[config.mk]
export PLATFORM = sky130hd
export DESIGN_NAME = binary_to_bcd_seq
export DESIGN_NICKNAME = d
export VERILOG_FILES = /design/src/rtl/binary_to_bcd_seq.sv
export SDC_FILE = /design/constraint.sdc
export NUM_CORES = 1
export LEC_CHECK = 0
export CORE_ASPECT_RATIO = 0.5
export CORE_UTILIZATION = 58
export CTS_CLUSTER_SIZE = 25
export DETAILED_ROUTE_END_ITERATION = 8
export HOLD_SLACK_MARGIN = 0.02
export PLACE_DENSITY = 0.85
export SLEW_MARGIN = 20
export SYNTH_ARGS = -nofsm -noshare
export SYNTH_HDL_FRONTEND = slang
export SYNTH_SLANG_ARGS = --single-unit
[constraint.sdc]
create_clock -name Clk -period 5.4 [get_ports Clk]
set_clock_uncertainty 0.05 [all_clocks]
set_input_delay 0.81 -clock Clk [delete_from_list [all_inputs] [get_ports Clk]]
set_output_delay 0.81 -clock Clk [all_outputs]
set_load 0.005 [all_outputs]
[src/rtl/binary_to_bcd_seq.sv]
// Sequential shift-and-add-3 binary-to-BCD converter with start/busy/done handshake.
// Optional leading-zero blanking is built when the macro BCD_BLANK_EN is defined.
module binary_to_bcd_seq #(
    parameter int BIN_W  = 36,
    parameter int DIGITS = 11
) (
    input  logic                  Clk,
    input  logic                  Reset_n,
    input  logic                  enable,
    input  logic                  start,
    input  logic [BIN_W-1:0]      data,
    output logic                  busy,
    output logic                  done,
    output logic [4*DIGITS-1:0]   bcd,
    output logic                  ovf,
    output logic [DIGITS-1:0]     blank
);

    localparam int CNT_W = (BIN_W > 1) ? $clog2(BIN_W) : 1;
    localparam int BCD_W = 4 * DIGITS;

    typedef enum logic [1:0] {
        ST_IDLE  = 2'd0,
        ST_SHIFT = 2'd1,
        ST_DONE  = 2'd2
    } state_t;

    state_t             state_r;
    state_t             state_s;
    logic [BIN_W-1:0]   bin_r;
    logic [BCD_W-1:0]   work_r;
    logic [CNT_W-1:0]   cnt_r;
    logic               ovf_scr_r;
    logic               done_r;
    logic [BCD_W-1:0]   bcd_r;
    logic               ovf_r;
    logic [BCD_W-1:0]   adj_s;
    logic [BCD_W+BIN_W-1:0] shifted_s;
    logic               busy_s;

    // Add 3 to every digit that is 5 or more, all digits in parallel.
    function automatic logic [BCD_W-1:0] dd_adjust(input logic [BCD_W-1:0] w);
        logic [BCD_W-1:0] r;
        r = w;
        for (int i = 0; i < DIGITS; i++) begin
            if (w[4*i +: 4] >= 4'd5) begin
                r[4*i +: 4] = w[4*i +: 4] + 4'd3;
            end else begin
                r[4*i +: 4] = w[4*i +: 4];
            end
        end
        return r;
    endfunction

    // Adjusted working digits concatenated with the binary register, shifted by one.
    always_comb begin
        adj_s     = dd_adjust(work_r);
        shifted_s = {adj_s[BCD_W-2:0], bin_r, 1'b0};
    end

    // State register.
    always_ff @(posedge Clk or negedge Reset_n) begin
        if (!Reset_n) begin
            state_r <= ST_IDLE;
        end else if (enable) begin
            state_r <= state_s;
        end else begin
            state_r <= state_r;
        end
    end

    // Next-state logic; a start seen in DONE chains straight into the next conversion.
    always_comb begin
        state_s = state_r;
        if (enable) begin
            case (state_r)
                ST_IDLE:  state_s = start ? ST_SHIFT : ST_IDLE;
                ST_SHIFT: state_s = (cnt_r == {CNT_W{1'b0}}) ? ST_DONE : ST_SHIFT;
                ST_DONE:  state_s = start ? ST_SHIFT : ST_IDLE;
                default:  state_s = ST_IDLE;
            endcase
        end else begin
            state_s = state_r;
        end
    end

    // Output decode.
    always_comb begin
        if (state_r == ST_SHIFT) begin
            busy_s = 1'b1;
        end else begin
            busy_s = 1'b0;
        end
    end

    // Datapath: operand capture, shifting, overflow scratch and result publish.
    always_ff @(posedge Clk or negedge Reset_n) begin
        if (!Reset_n) begin
            bin_r     <= {BIN_W{1'b0}};
            work_r    <= {BCD_W{1'b0}};
            cnt_r     <= {CNT_W{1'b0}};
            ovf_scr_r <= 1'b0;
            done_r    <= 1'b0;
            bcd_r     <= {BCD_W{1'b0}};
            ovf_r     <= 1'b0;
        end else if (enable) begin
            case (state_r)
                ST_IDLE: begin
                    done_r <= 1'b0;
                    if (start) begin
                        bin_r     <= data;
                        work_r    <= {BCD_W{1'b0}};
                        ovf_scr_r <= 1'b0;
                        cnt_r     <= CNT_W'(BIN_W - 1);
                    end
                end
                ST_SHIFT: begin
                    done_r              <= 1'b0;
                    {work_r, bin_r}     <= shifted_s;
                    ovf_scr_r           <= ovf_scr_r | adj_s[BCD_W-1];
                    if (cnt_r != {CNT_W{1'b0}}) begin
                        cnt_r <= cnt_r - CNT_W'(1);
                    end
                end
                ST_DONE: begin
                    bcd_r  <= work_r;
                    ovf_r  <= ovf_scr_r;
                    done_r <= 1'b1;
                    if (start) begin
                        bin_r     <= data;
                        work_r    <= {BCD_W{1'b0}};
                        ovf_scr_r <= 1'b0;
                        cnt_r     <= CNT_W'(BIN_W - 1);
                    end
                end
                default: begin
                    done_r <= 1'b0;
                end
            endcase
        end
    end

`ifdef BCD_BLANK_EN
    logic [DIGITS-1:0] blank_r;

    // Digit i blanks when it and every higher digit are zero; digit 0 always shows.
    function automatic logic [DIGITS-1:0] blank_mask(input logic [BCD_W-1:0] w, input logic of);
        logic [DIGITS-1:0] m;
        logic              zero_above;
        m          = {DIGITS{1'b0}};
        zero_above = 1'b1;
        for (int i = DIGITS - 1; i >= 1; i--) begin
            zero_above = zero_above & (w[4*i +: 4] == 4'd0);
            m[i]       = zero_above & ~of;
        end
        return m;
    endfunction

    // Blank mask register, published together with bcd.
    always_ff @(posedge Clk or negedge Reset_n) begin
        if (!Reset_n) begin
            blank_r <= {DIGITS{1'b0}};
        end else if (enable && (state_r == ST_DONE)) begin
            blank_r <= blank_mask(work_r, ovf_scr_r);
        end else begin
            blank_r <= blank_r;
        end
    end

    assign blank = blank_r;
`else
    assign blank = {DIGITS{1'b0}};
`endif

    assign busy = busy_s;
    assign done = done_r;
    assign bcd  = bcd_r;
    assign ovf  = ovf_r;

endmodule

==> results.py <==
metrics = {
    "clock_tree": {
        "insertion_delay_ps": 420,
        "htree_levels": 4,
        "cts_hold_buf": 0,
        "post_cts_buffers": 0,
        "max-clock-path-buffers": 2,
        "cts.clk_slew.worst_paths_ps": 50,
        "numCtsBuffers": 17,
        "cts_root_buffer": "clkbuf_16",
        "cts_tree": "yes",
        "numClockSinks": 135,
        "ctsResizeCount": 0,
    },
    "setup_path": {
        "critPathArrivalTime_ps": 3320,
        "critPathMaxFanout": 83,
        "crit_family": "simple AND/OR/NAND/NOR gates",
        "ff2ff_setup_slack_ps": 2580,
        "cp_num_buf_inv": 2,
        "setup.worst_path.start_class": "input port",
        "critPathSlowestCell": "nor2_4",
        "worstSetupPathType": "in2reg",
        "cp.required_ps": 5640,
        "crit_path_max_incr_delay_ps": 680,
        "crit_chain": "clkdlybuf4s50_1, and3b_1, nor2_4, buf_12, a2bb2oi_1, o21ai_0",
        "cp-end-kind": "flip-flop",
    },
    "route": {
        "drt-initial-drc-count": 315,
        "drtPass1Iterations": 5,
        "vias_per_cell": 5.53,
        "vias": 4726,
        "wl_per_cell_um": 15.7,
        "post-route-drc-count": 0,
        "antenna_left": 0,
        "routed_wirelength_um": 13400,
    },
    "global_routing": {
        "gr-usage-all-layers_pct": 25.7,
        "overflow": 0,
        "antenna_found_initial": 0,
        "grt_pass1_vias": 4671,
        "grt_max_degree": 84,
        "grt_pass1_wl_um": 22800,
    },
    "yosys": {
        "synthFlopType": "dfrtp_1",
        "synth_cells": 626,
        "yosysUniqueCellTypes": 41,
        "synthArstFlopShare_pct": 100,
        "synth_area_um2": 6410,
        "syn_area_per_cell_um2": 10.2,
        "synth-edff-count": 0,
        "yosys_warnings": 0,
        "ys_seq_elements": 135,
        "ys_seq_area_share_pct": 52.7,
    },
    "floorplanning": {
        "start_util_pct": 61.2,
        "core-area_um2": 10500,
        "ioPinCount": 98,
        "rows": 26,
        "dieHeight_um": 76.4,
        "die_width_um": 151,
        "die_area_um2": 11500,
    },
    "layout": {
        "final_area_um2": 7960,
        "final_core_util_pct": 75.9,
        "num_antenna_cells": 0,
        "multi_input_area_um2": 2760,
        "final_nets": 766,
        "syn2layout_area_growth_pct": 24.0,
        "nFillCells": 693,
        "final_layout_size_suffix_gt1_share_pct": 7.27,
        "final_cells": 855,
        "register_area_um2": 3380,
    },
    "timing": {
        "worst_pin_slew_ps": 822,
        "hold_slack_ps": 387,
        "slew_headroom_pct": 45.2,
        "hold_viol_final": 0,
        "min_period_ps": 3090,
        "fmax_mhz": 324,
        "setup_tns_ps": 0,
        "final.period_utilization_pct": 57.2,
        "drv_slew": 0,
        "report.final.setup_viol": 0,
        "rsz0062_at_grt": "no",
    },
    "placed_design": {
        "io_buffer_count": 86,
        "dp_hpwl_um": 8140,
        "placed_area_um2": 7310,
        "placed_cells": 824,
        "gp_congestion": 0.786,
    },
    "min_path": {
        "hp-class": "in2async",
    },
    "pwr": {
        "power.density_nw_per_um2": 452,
        "p_leak_uw": 0.00366,
        "ir_drop_uv": 268,
    },
    "status": {
        "outcome": "complete, no violations",
    },
    "run": {
        "drv_cap": 0,
    },
}
synthesized netlist by cell type (all sizes together) (2+ instances only):
cell	number	area share, %
a22o	3	0.41
a21oi	15	1.2
o31ai	10	1.2
nand2b	12	1.2
nand3	2	0.16
xnor2	11	1.5
xor2	11	1.5
and3b	2	0.27
inv	26	1.5
a22oi	14	1.6
nor3	3	0.23
a2bb2oi	11	1.5
clkbuf	11	0.64
nor2b	2	0.20
nor2	15	0.88
nand2	130	7.6
ha	23	4.5
mux2i	23	3.6
o21ai	89	6.9
dfrtp	135	53
buf	31	3.0
mux2	32	5.6
logic make-up after synthesis:
group,synth area share [%]
AOI/OAI and AO/OA,14.0
DFF,52.7
other,0.0585
muxes,9.21
and+or+nand+nor,11.4
adders and majority gates,4.49
buffers and inverters,5.13
xor gates and xnor gates,3.00
worst register-to-register path, stage by stage (launching register included):
cell       delay (ps)
dfrtp_1           320
buf_4             390
and3b_1           500
nor2_4            690
buf_12            400
a2bb2oi_1         250
o21ai_0            90
path summary, 6_finish.rpt:
kind | startpoint | end | depth (start not counted)
hold / removal | Reset_n | bin_r[28] | 1
min in group Clk | bin_r[2] | bin_r[2] | 2
setup / recovery | enable | work_r[7] | 6
hold reg to reg | bin_r[2] | bin_r[2] | 2
max in group asynchronous | Reset_n | work_r[9] | 2
setup reg to reg | state_r[0] | work_r[7] | 6
state kept, by name (all words and copies together) (netlist names):
signal	flops
work_r	44
state_r	2
cnt_r	6
bcd	44
ovf	1
bin_r	36
done	1
ovf_scr_r	1
area by class of cell:
cell class | count | share of cell area [%]
tap | 140 | 2.20
clock inverter | 8 | 1.79
multi-input combinational | 433 | 34.7
inverter | 26 | 1.23
clock buffer | 23 | 6.26
sequential | 135 | 42.5
timing repair buffer | 90 | 11.4
placed cells by master (no fill, tap or decap), types with 12 or more instances in the layout:
cell type and n:
clkbuf_16 17, nor2_1 14, o21ai_0 40, a21oi_1 15
dfrtp_1 135, ha_1 23, nand2b_1 12, mux2i_1 23
mux2_1 23, o21ai_1 49, a22oi_1 14, clkdlybuf4s50_1 85
nand2_1 129, inv_1 25
metal layers:
| layer | track usage [%] | routed length (um) | vias up | part of all wire [%] |
|---|---|---|---|---|
| met2 | 41.5 | 6460 | 142 | 48 |
| met4 | 9.10 | 219 | 0 | 1.6 |
| met3 | 6.41 | 679 | 24 | 5.1 |
| met1 | 34.0 | 6040 | 2297 | 45 |
| li1 | - | - | 2263 | - |
| met5 | 0 | 0 | - | 0 |
where the power goes:
part	total, uW	switching [uW]	internal [uW]
Clock	1250	424	829
Combinational	852	473	379
Sequential	1490	226	1260
metrics by stage:
step           total power [uW]  setup slack (ps)
3_5_place_dp               2330              1920
2_1_floorplan              2090              3430
5_1_grt                    3800              2120
4_1_cts                    3610              2350
6_report                   3590              2310
3_3_place_gp               2270              2040
(Power assumes the default switching activity.)
